[src/rtl/adder_share_ctrl.sv]
// Round-robin controller sharing one gate-level 6-bit ripple adder among N_REQ requesters.
// Operands are registered on grant and held on the adder for ADD_CYCLES clocks before capture.

module adder (
    input  logic x0,
    input  logic x1,
    input  logic x2,
    input  logic x3,
    input  logic x4,
    input  logic x5,
    input  logic y0,
    input  logic y1,
    input  logic y2,
    input  logic y3,
    input  logic y4,
    input  logic y5,
    output logic s0,
    output logic s1,
    output logic s2,
    output logic s3,
    output logic s4,
    output logic s5,
    output logic s6
);
    logic c1, c2, c3, c4, c5;

    assign s0 = x0 ^ y0;
    assign c1 = x0 & y0;
    assign s1 = x1 ^ y1 ^ c1;
    assign c2 = (x1 & y1) | (c1 & (x1 ^ y1));
    assign s2 = x2 ^ y2 ^ c2;
    assign c3 = (x2 & y2) | (c2 & (x2 ^ y2));
    assign s3 = x3 ^ y3 ^ c3;
    assign c4 = (x3 & y3) | (c3 & (x3 ^ y3));
    assign s4 = x4 ^ y4 ^ c4;
    assign c5 = (x4 & y4) | (c4 & (x4 ^ y4));
    assign s5 = x5 ^ y5 ^ c5;
    assign s6 = (x5 & y5) | (c5 & (x5 ^ y5));
endmodule

module adder_share_ctrl #(
    parameter int N_REQ      = 4,
    parameter int ID_W       = $clog2(N_REQ),
    parameter int ADD_CYCLES = 2
) (
    input  logic                 clk,
    input  logic                 rst,
    input  logic [N_REQ-1:0]     req,
    input  logic [6*N_REQ-1:0]   x_bus,
    input  logic [6*N_REQ-1:0]   y_bus,
    output logic [N_REQ-1:0]     gnt,
    output logic                 rsp_valid,
    input  logic                 rsp_ready,
    output logic [ID_W-1:0]      rsp_id,
    output logic [6:0]           rsp_sum,
    output logic                 busy
);
    localparam int CntW = (ADD_CYCLES > 1) ? $clog2(ADD_CYCLES) : 1;

    typedef enum logic [1:0] {StIdle, StEval, StHold} state_e;

    state_e          state_q, state_d;
    logic [ID_W-1:0] rr_ptr_q, rr_ptr_d;
    logic [5:0]      op_x_q, op_x_d;
    logic [5:0]      op_y_q, op_y_d;
    logic [CntW-1:0] cnt_q, cnt_d;
    logic            rsp_valid_q, rsp_valid_d;
    logic [6:0]      rsp_sum_q, rsp_sum_d;
    logic [ID_W-1:0] rsp_id_q, rsp_id_d;

    logic            pick_any;
    logic [ID_W-1:0] pick_idx;
    logic [5:0]      pick_x, pick_y;
    logic [6:0]      add_s;

    // Adder sees only the registered operands, so bus changes after grant cannot disturb it.
    adder u_adder (
        .x0 (op_x_q[0]), .x1 (op_x_q[1]), .x2 (op_x_q[2]),
        .x3 (op_x_q[3]), .x4 (op_x_q[4]), .x5 (op_x_q[5]),
        .y0 (op_y_q[0]), .y1 (op_y_q[1]), .y2 (op_y_q[2]),
        .y3 (op_y_q[3]), .y4 (op_y_q[4]), .y5 (op_y_q[5]),
        .s0 (add_s[0]),  .s1 (add_s[1]),  .s2 (add_s[2]),
        .s3 (add_s[3]),  .s4 (add_s[4]),  .s5 (add_s[5]),
        .s6 (add_s[6])
    );

    // Two passes: indices at/above rr_ptr first, then wrap around from 0.
    always_comb begin
        pick_any = 1'b0;
        pick_idx = '0;
        pick_x   = '0;
        pick_y   = '0;
        for (int j = 0; j < N_REQ; j++) begin
            if (!pick_any && req[j] && (j >= int'(rr_ptr_q))) begin
                pick_any = 1'b1;
                pick_idx = ID_W'(j);
                pick_x   = x_bus[6*j +: 6];
                pick_y   = y_bus[6*j +: 6];
            end
        end
        for (int j = 0; j < N_REQ; j++) begin
            if (!pick_any && req[j]) begin
                pick_any = 1'b1;
                pick_idx = ID_W'(j);
                pick_x   = x_bus[6*j +: 6];
                pick_y   = y_bus[6*j +: 6];
            end
        end
    end

    always_comb begin
        state_d     = state_q;
        rr_ptr_d    = rr_ptr_q;
        op_x_d      = op_x_q;
        op_y_d      = op_y_q;
        cnt_d       = cnt_q;
        rsp_valid_d = rsp_valid_q;
        rsp_sum_d   = rsp_sum_q;
        rsp_id_d    = rsp_id_q;
        gnt         = '0;

        unique case (state_q)
            StIdle: begin
                if (pick_any) begin
                    gnt[pick_idx] = 1'b1;
                    op_x_d        = pick_x;
                    op_y_d        = pick_y;
                    rsp_id_d      = pick_idx;
                    rr_ptr_d      = (pick_idx == ID_W'(N_REQ - 1)) ? '0 : pick_idx + ID_W'(1);
                    cnt_d         = CntW'(ADD_CYCLES - 1);
                    state_d       = StEval;
                end
            end
            StEval: begin
                if (cnt_q == '0) begin
                    rsp_sum_d   = add_s;
                    rsp_valid_d = 1'b1;
                    state_d     = StHold;
                end else begin
                    cnt_d = cnt_q - CntW'(1);
                end
            end
            StHold: begin
                if (rsp_ready) begin
                    rsp_valid_d = 1'b0;
                    state_d     = StIdle;
                end
            end
            default: state_d = StIdle;
        endcase
    end

    always_ff @(posedge clk) begin
        if (rst) begin
            state_q     <= StIdle;
            rr_ptr_q    <= '0;
            op_x_q      <= '0;
            op_y_q      <= '0;
            cnt_q       <= '0;
            rsp_valid_q <= 1'b0;
            rsp_sum_q   <= '0;
            rsp_id_q    <= '0;
        end else begin
            state_q     <= state_d;
            rr_ptr_q    <= rr_ptr_d;
            op_x_q      <= op_x_d;
            op_y_q      <= op_y_d;
            cnt_q       <= cnt_d;
            rsp_valid_q <= rsp_valid_d;
            rsp_sum_q   <= rsp_sum_d;
            rsp_id_q    <= rsp_id_d;
        end
    end

    assign rsp_valid = rsp_valid_q;
    assign rsp_sum   = rsp_sum_q;
    assign rsp_id    = rsp_id_q;
    assign busy      = (state_q != StIdle);
endmodule

[config.mk]
export PLATFORM = sky130hd
export DESIGN_NAME = adder_share_ctrl
export DESIGN_NICKNAME = d
export VERILOG_FILES = /design/src/rtl/adder_share_ctrl.sv
export SDC_FILE = /design/constraint.sdc
export NUM_CORES = 1
export LEC_CHECK = 0
export ABC_AREA = 1
export BUFFER_PORTS_ARGS = -buffer_cell sky130_fd_sc_hd__buf_2
export CORE_MARGIN = 2
export CORE_UTILIZATION = 30
export CTS_CLUSTER_DIAMETER = 50
export CTS_CLUSTER_SIZE = 24
export DETAILED_ROUTE_END_ITERATION = 12
export PLACE_DENSITY_LB_ADDON = 0.1
export SYNTH_ARGS = -nofsm -noshare
export SYNTH_HDL_FRONTEND = slang
export SYNTH_SLANG_ARGS = --single-unit
export TNS_END_PERCENT = 20
[constraint.sdc]
create_clock -name clk -period 3.86 [get_ports clk]
set_clock_uncertainty 0.2 [all_clocks]
set_input_delay 0.772 -clock clk [delete_from_list [all_inputs] [get_ports clk]]
set_output_delay 0.772 -clock clk [all_outputs]
set_load 0.02 [all_outputs]
==> results of run 1 <==
worst register-to-register path, stage by stage (launching register included):
cell,delay (ns)
dfxtp_1,0.32
ha_1,0.19
inv_1,0.06
fa_1,0.15
inv_1,0.05
fa_1,0.37
fa_1,0.40
fa_1,0.45
inv_1,0.10
fa_1,0.38
or2_2,0.29
a21oi_1,0.13
per-layer routing:
metal,wire [µm],global-route usage (%)
met5,0,0
met4,0,1.26
met3,338,1.99
met2,2990,29.5
met1,2980,23.7
cells in the mapped netlist (2+ instances only):
master and instances:
buf_2 7, nand4_1 24, a211oi_1 4, dfxtp_1 27, inv_1 49, nand3_1 76
a21oi_1 22, nor2_1 39, buf_4 2, or2_2 4, fa_1 5, nand2_1 60
clkbuf_1 15, ha_1 3
what timing repair did:
| action | CTS | global route |
|---|---|---|
| hold buffers | 0 | 0 |
| endpoints found under the hold margin | 0 | 0 |
| setup endpoints to repair | 0 | 4 |
| gates resized for setup | 0 | 1 |
layout by cell type (no fill, tap or decap), types with 5 or more instances in the layout:
cell type,n
inv_1,49
nand3_1,76
fa_1,5
a21oi_1,22
nor2_1,38
nand2_1,60
nand4_1,24
buf_2,69
buf_4,6
dfxtp_1,27
logic make-up after synthesis:
kind of cell               count (synthesis)  synth area share (%)
AOI/OAI and AO/OA                         27                  7.30
adders and majority gates                  8                  6.58
buffers and inverters                     75                  14.2
DFF                                       27                  25.8
and+or+nand+nor                          206                  46.1
report_power, final:
group          leakage (nW)  internal, mW  switching (mW)
Sequential            0.222         0.319          0.0256
Combinational          1.02         0.145           0.272
Clock                0.0228        0.0739          0.0838
Total                  1.26         0.538           0.382
flip-flops by register name, summed over array words and instances, names as in the netlist:
name,count
rr_ptr_q,2
cnt_q,1
rsp_id,2
state_q,2
rsp_valid,1
op_y_q,6
op_x_q,6
rsp_sum,7
path summary, 6_finish.rpt:
check               endpoint  depth (start not counted)
setup reg to reg  rsp_sum[5]                         11
hold / removal    rsp_sum[0]                          2
hold reg to reg   rsp_sum[0]                          2
setup / recovery      gnt[0]                          9
metrics by stage:
step,worst slack [ns],power (mW),std cells
floorplan,0.799,0.641,343
global placement,0.248,0.770,473
detailed placement,0.240,0.772,473
CTS,0.00457,0.935,477
global route,0.103,1.01,477
finish,0.187,0.919,477
cell type report:
cell class / count / area (µm²) / area share, %
Multi-Input combinational cell: 241 / 1260 / 49.9
Clock buffer: 4 / 45.0 / 1.79
Sequential cell: 27 / 541 / 21.4
Inverter: 50 / 188 / 7.45
Tap cell: 80 / 100 / 3.97
Timing Repair Buffer: 75 / 390 / 15.5
==> impl_metrics.env, run 1 <==
export IMPL_place_gp_congestion=0.814
export IMPL_ys_flop_type="dfxtp_1"
export IMPL_cts_setup_buffers=0
export IMPL_wl_per_cell_um=13.2
export IMPL_cts_tree="yes"
export IMPL_place_hpwl_um=4710
export IMPL_fill_cells=767
export IMPL_drv_slew=0
export IMPL_slew_headroom_pct=26.2
export IMPL_setup_worst_path_start="req[2]"
export IMPL_io_pin_count=70
export IMPL_start_kind="input port"
export IMPL_cp_num_buf_inv=4
export IMPL_ys_seq_area_share_pct=25.8
export IMPL_first_pass_iters=5
export IMPL_core_um2=6760
export IMPL_num_antenna_cells=0
export IMPL_cap_violations=0
export IMPL_cp_arrival_ns=2.70
export IMPL_rows=30
export IMPL_layout_min_cycle_time_ns=3.67
export IMPL_placed_area_um2=2470
export IMPL_cp_required_ns=2.89
export IMPL_powerDensity_nw_per_um2=365
export IMPL_yosys_area_top_type="dfxtp_1"
export IMPL_start_util_pct=31.0
export IMPL_reg2reg_from="op_y_q[0]"
export IMPL_drtIter0Drc=90
export IMPL_numCtsBuffers=3
export IMPL_ys_seq_elements=27
export IMPL_layout_nets=461
export IMPL_avgSynthCellArea_um2=6.10
export IMPL_grt_overflow_total=0
export IMPL_cts_sinks=27
export IMPL_status="finished, final reports clean"
export IMPL_io_buffers=69
export IMPL_clock_path_buffers=2
export IMPL_min_period_over_period_pct=95.1
export IMPL_worst_slew_pin_slew_ns=1.11
export IMPL_crit_family="compound AO/OA/AOI/OAI gates"
export IMPL_async_reset_ff_share_pct=0
export IMPL_clk_latency_ns=0.27
export IMPL_drc_errors=0
export IMPL_vias=2384
export IMPL_final_area_um2=2520
export IMPL_worstPathMaxFanout=16
export IMPL_whs_ns=0.254
export IMPL_grt_pass1_wl_um=10600
export IMPL_dieWidth_um=87.5
export IMPL_via_per_inst=5.00
export IMPL_h_tree_depth=1
export IMPL_clkTransAtPathRegs_ns=0.09
export IMPL_ys_types=20
export IMPL_hold_viol_final=0
export IMPL_netlist_area_um2=2090
export IMPL_die_y_um=87.5
export IMPL_grt_max_degree=28
export IMPL_antenna_found_initial=0
export IMPL_dieArea_um2=7660
export IMPL_drtAntennaViolNets=0
export IMPL_final_setup_viol_count=0
export IMPL_hold_path_class="flip-flop to flip-flop"
export IMPL_regToRegSetupSlack_ns=0.70
export IMPL_max_freq_mhz=272
export IMPL_syn_nets=406
export IMPL_peakVddDrop_mv=0.130
export IMPL_grt_usage_pct=17.0
export IMPL_max_stage_delay_ns=0.90
export IMPL_drive_gt1_share_pct=21.9
export IMPL_synth_top_area_share_pct=25.8
export IMPL_yosysWarnings=0
export IMPL_cts_root_buffer="clkbuf_8"
export IMPL_final_setup_tns_ns=0
export IMPL_synth_cells=343
export IMPL_first_global_vias=2335
export IMPL_crit_slowest_cell="a21oi_1"
export IMPL_grt_setup_unrepaired="no"
export IMPL_path_cells="buf_2, a21oi_1, nand2_1, nand3_1, inv_1, ha_1, inv_1, nor2_1, buf_2"
export IMPL_hp_start="rsp_sum[0]"
export IMPL_criticalPathCategory="input port to output port"
export IMPL_synth_edff_count=0
export IMPL_wl_um=6310
export IMPL_end_kind="output port"
export IMPL_synthTopCellsByArea="dfxtp_1 26%, nand3_1 18%, nand2_1 11%, inv_1 8.8%, nand4_1 7.2%"
export IMPL_finalCoreUtilization_pct=37.3
export IMPL_area_delta_synth_final_pct=20.5
export IMPL_cellLeakagePower_nw=1.26
(Power assumes the default switching activity.)
==> run 2: changes to the inputs <==
--- a/config.mk
+++ b/config.mk
@@ -10,9 +10,9 @@
 export CORE_MARGIN = 2
 export CORE_UTILIZATION = 30
 export CTS_CLUSTER_DIAMETER = 50
-export CTS_CLUSTER_SIZE = 24
+export CTS_CLUSTER_SIZE = 12
 export DETAILED_ROUTE_END_ITERATION = 12
-export PLACE_DENSITY_LB_ADDON = 0.1
+export PLACE_DENSITY = 0.5
 export SYNTH_ARGS = -nofsm -noshare
 export SYNTH_HDL_FRONTEND = slang
 export SYNTH_SLANG_ARGS = --single-unit
==> impl_metrics.env, run 2 (synthesis results as in run 1) <==
export IMPL_criticalPathCategory="flip-flop to output port"
export IMPL_start_kind="flip-flop"
export IMPL_core_um2=6760
export IMPL_drtIter0Drc=146
export IMPL_setup_worst_path_start="rr_ptr_q[1]"
export IMPL_vias=2426
export IMPL_place_gp_congestion=0.811
export IMPL_cp_arrival_ns=2.42
export IMPL_place_hpwl_um=4730
export IMPL_drc_errors=0
export IMPL_grt_pass1_wl_um=10700
export IMPL_hold_buffers=0
export IMPL_final_setup_viol_count=0
export IMPL_drv_slew=0
export IMPL_layout_min_cycle_time_ns=3.39
export IMPL_reg2reg_from="op_y_q[0]"
export IMPL_hold_path_class="flip-flop to flip-flop"
export IMPL_num_antenna_cells=0
export IMPL_cts_sinks=27
export IMPL_dieWidth_um=87.5
export IMPL_worstPathMaxFanout=14
export IMPL_path_cells="nor2_2, nand2_1, nand2_1, inv_1, nand2_1, nand3_1, inv_1, ha_1, inv_1, nor2_1, buf_2"
export IMPL_powerDensity_nw_per_um2=365
export IMPL_cellLeakagePower_nw=1.27
export IMPL_cts_tree="yes"
export IMPL_die_y_um=87.5
export IMPL_dieArea_um2=7660
export IMPL_rows=30
export IMPL_h_tree_depth=1
export IMPL_drive_gt1_share_pct=22.4
export IMPL_crit_slowest_cell="nor2_2"
export IMPL_cts_root_buffer="clkbuf_8"
export IMPL_first_global_vias=2299
export IMPL_cap_violations=0
export IMPL_io_buffers=69
export IMPL_io_pin_count=70
export IMPL_numCtsBuffers=3
export IMPL_layout_commonest_cell="nand3_1"
export IMPL_grt_max_degree=28
export IMPL_min_period_over_period_pct=87.9
export IMPL_drtAntennaViolNets=0
export IMPL_hp_start="rsp_sum[3]"
export IMPL_largest_register_ff_count=7
export IMPL_slew_headroom_pct=62.3
export IMPL_area_delta_synth_final_pct=20.9
export IMPL_clock_path_buffers=2
export IMPL_end_kind="output port"
export IMPL_max_stage_delay_ns=0.46
export IMPL_peakVddDrop_mv=0.116
export IMPL_grt_overflow_total=0
export IMPL_antenna_found_initial=0
export IMPL_cts_setup_buffers=0
export IMPL_first_pass_iters=5
export IMPL_max_freq_mhz=295
export IMPL_final_cell_mix="76 x nand3_1, 69 x buf_2, 60 x nand2_1"
export IMPL_start_util_pct=31.0
export IMPL_ff2ff_path_depth=11
export IMPL_hold_viol_final=0
export IMPL_clkTransAtPathRegs_ns=0.09
export IMPL_final_setup_tns_ns=0
export IMPL_worst_slew_pin_slew_ns=0.565
export IMPL_hold_end="rsp_sum[3]"
export IMPL_wl_per_cell_um=13.5
export IMPL_wl_um=6450
export IMPL_hold_depth=2
export IMPL_regToRegSetupSlack_ns=0.70
export IMPL_cp_required_ns=2.89
export IMPL_clk_latency_ns=0.27
export IMPL_r2r_end="rsp_sum[5]"
export IMPL_via_per_inst=5.08
export IMPL_layout_nets=462
export IMPL_p_total_uw=923
export IMPL_grt_usage_pct=17.3
export IMPL_status="finished, final reports clean"
export IMPL_grt_setup_unrepaired="no"
-- run 2: stage by stage --
stage                     worst slack (ns)  hold slack [ns]  std cells  util (%)  area, µm²
after floorplan                      0.799            0.244        343         -       2090
after global placement               0.520            0.246        474      36.7       2480
after detailed placement             0.487            0.252        474      36.7       2480
after CTS                            0.172            0.266        478      37.4       2530
after global routing                 0.114            0.287        478      37.4       2530
final                                0.467            0.259        478      37.4       2530
-- run 2: layout make-up --
type,count,area (µm²)
Clock inverter,1,5.00
Clock buffer,3,41.3
Tap cell,80,100
Inverter,50,188
Multi-Input combinational cell,241,1260
Timing Repair Buffer,76,398
Sequential cell,27,541
Fill cell,780,4230
-- run 2: repair_timing --
| action | 4_1_cts | 5_1_grt |
|---|---|---|
| endpoints found under the hold margin | 0 | 0 |
| setup endpoints to repair | 0 | 3 |
| resized for setup | 0 | 1 |
-- run 2: routing by layer --
layer  wire length (µm)  vias up  GRT usage, %
met5                  0        -             0
met4                 25        0          2.10
met3                404        2          2.56
met2               3100       96          29.7
met1               2920     1096          23.6
li1                   -     1232             -
-- run 2: how the worst max path moves through the flow --
| stage | to | slack, ns | cells after the start |
|---|---|---|---|
| after floorplan | gnt[0] | 0.80 | 11 |
| after global placement | gnt[0] | 0.52 | 11 |
| after detailed placement | gnt[0] | 0.49 | 11 |
| after CTS | gnt[0] | 0.17 | 11 |
| after global routing | gnt[0] | 0.11 | 11 |
| final | gnt[0] | 0.47 | 11 |
-- run 2: critical path: cells and delay by family, from the launching register on --
family	cells	cell delay, ns
flip-flops	1	0.35
AND/OR/NAND/NOR	6	1.12
adder cells (fa/ha/maj)	1	0.13
buffers and inverters	4	0.54
-- run 2: report_power, final --
part | internal (mW) | leakage (nW) | switching [mW]
combinational | 0.146 | 1.02 | 0.274
clock | 0.0722 | 0.0255 | 0.0857
sequential | 0.320 | 0.222 | 0.0257
total | 0.538 | 1.27 | 0.385
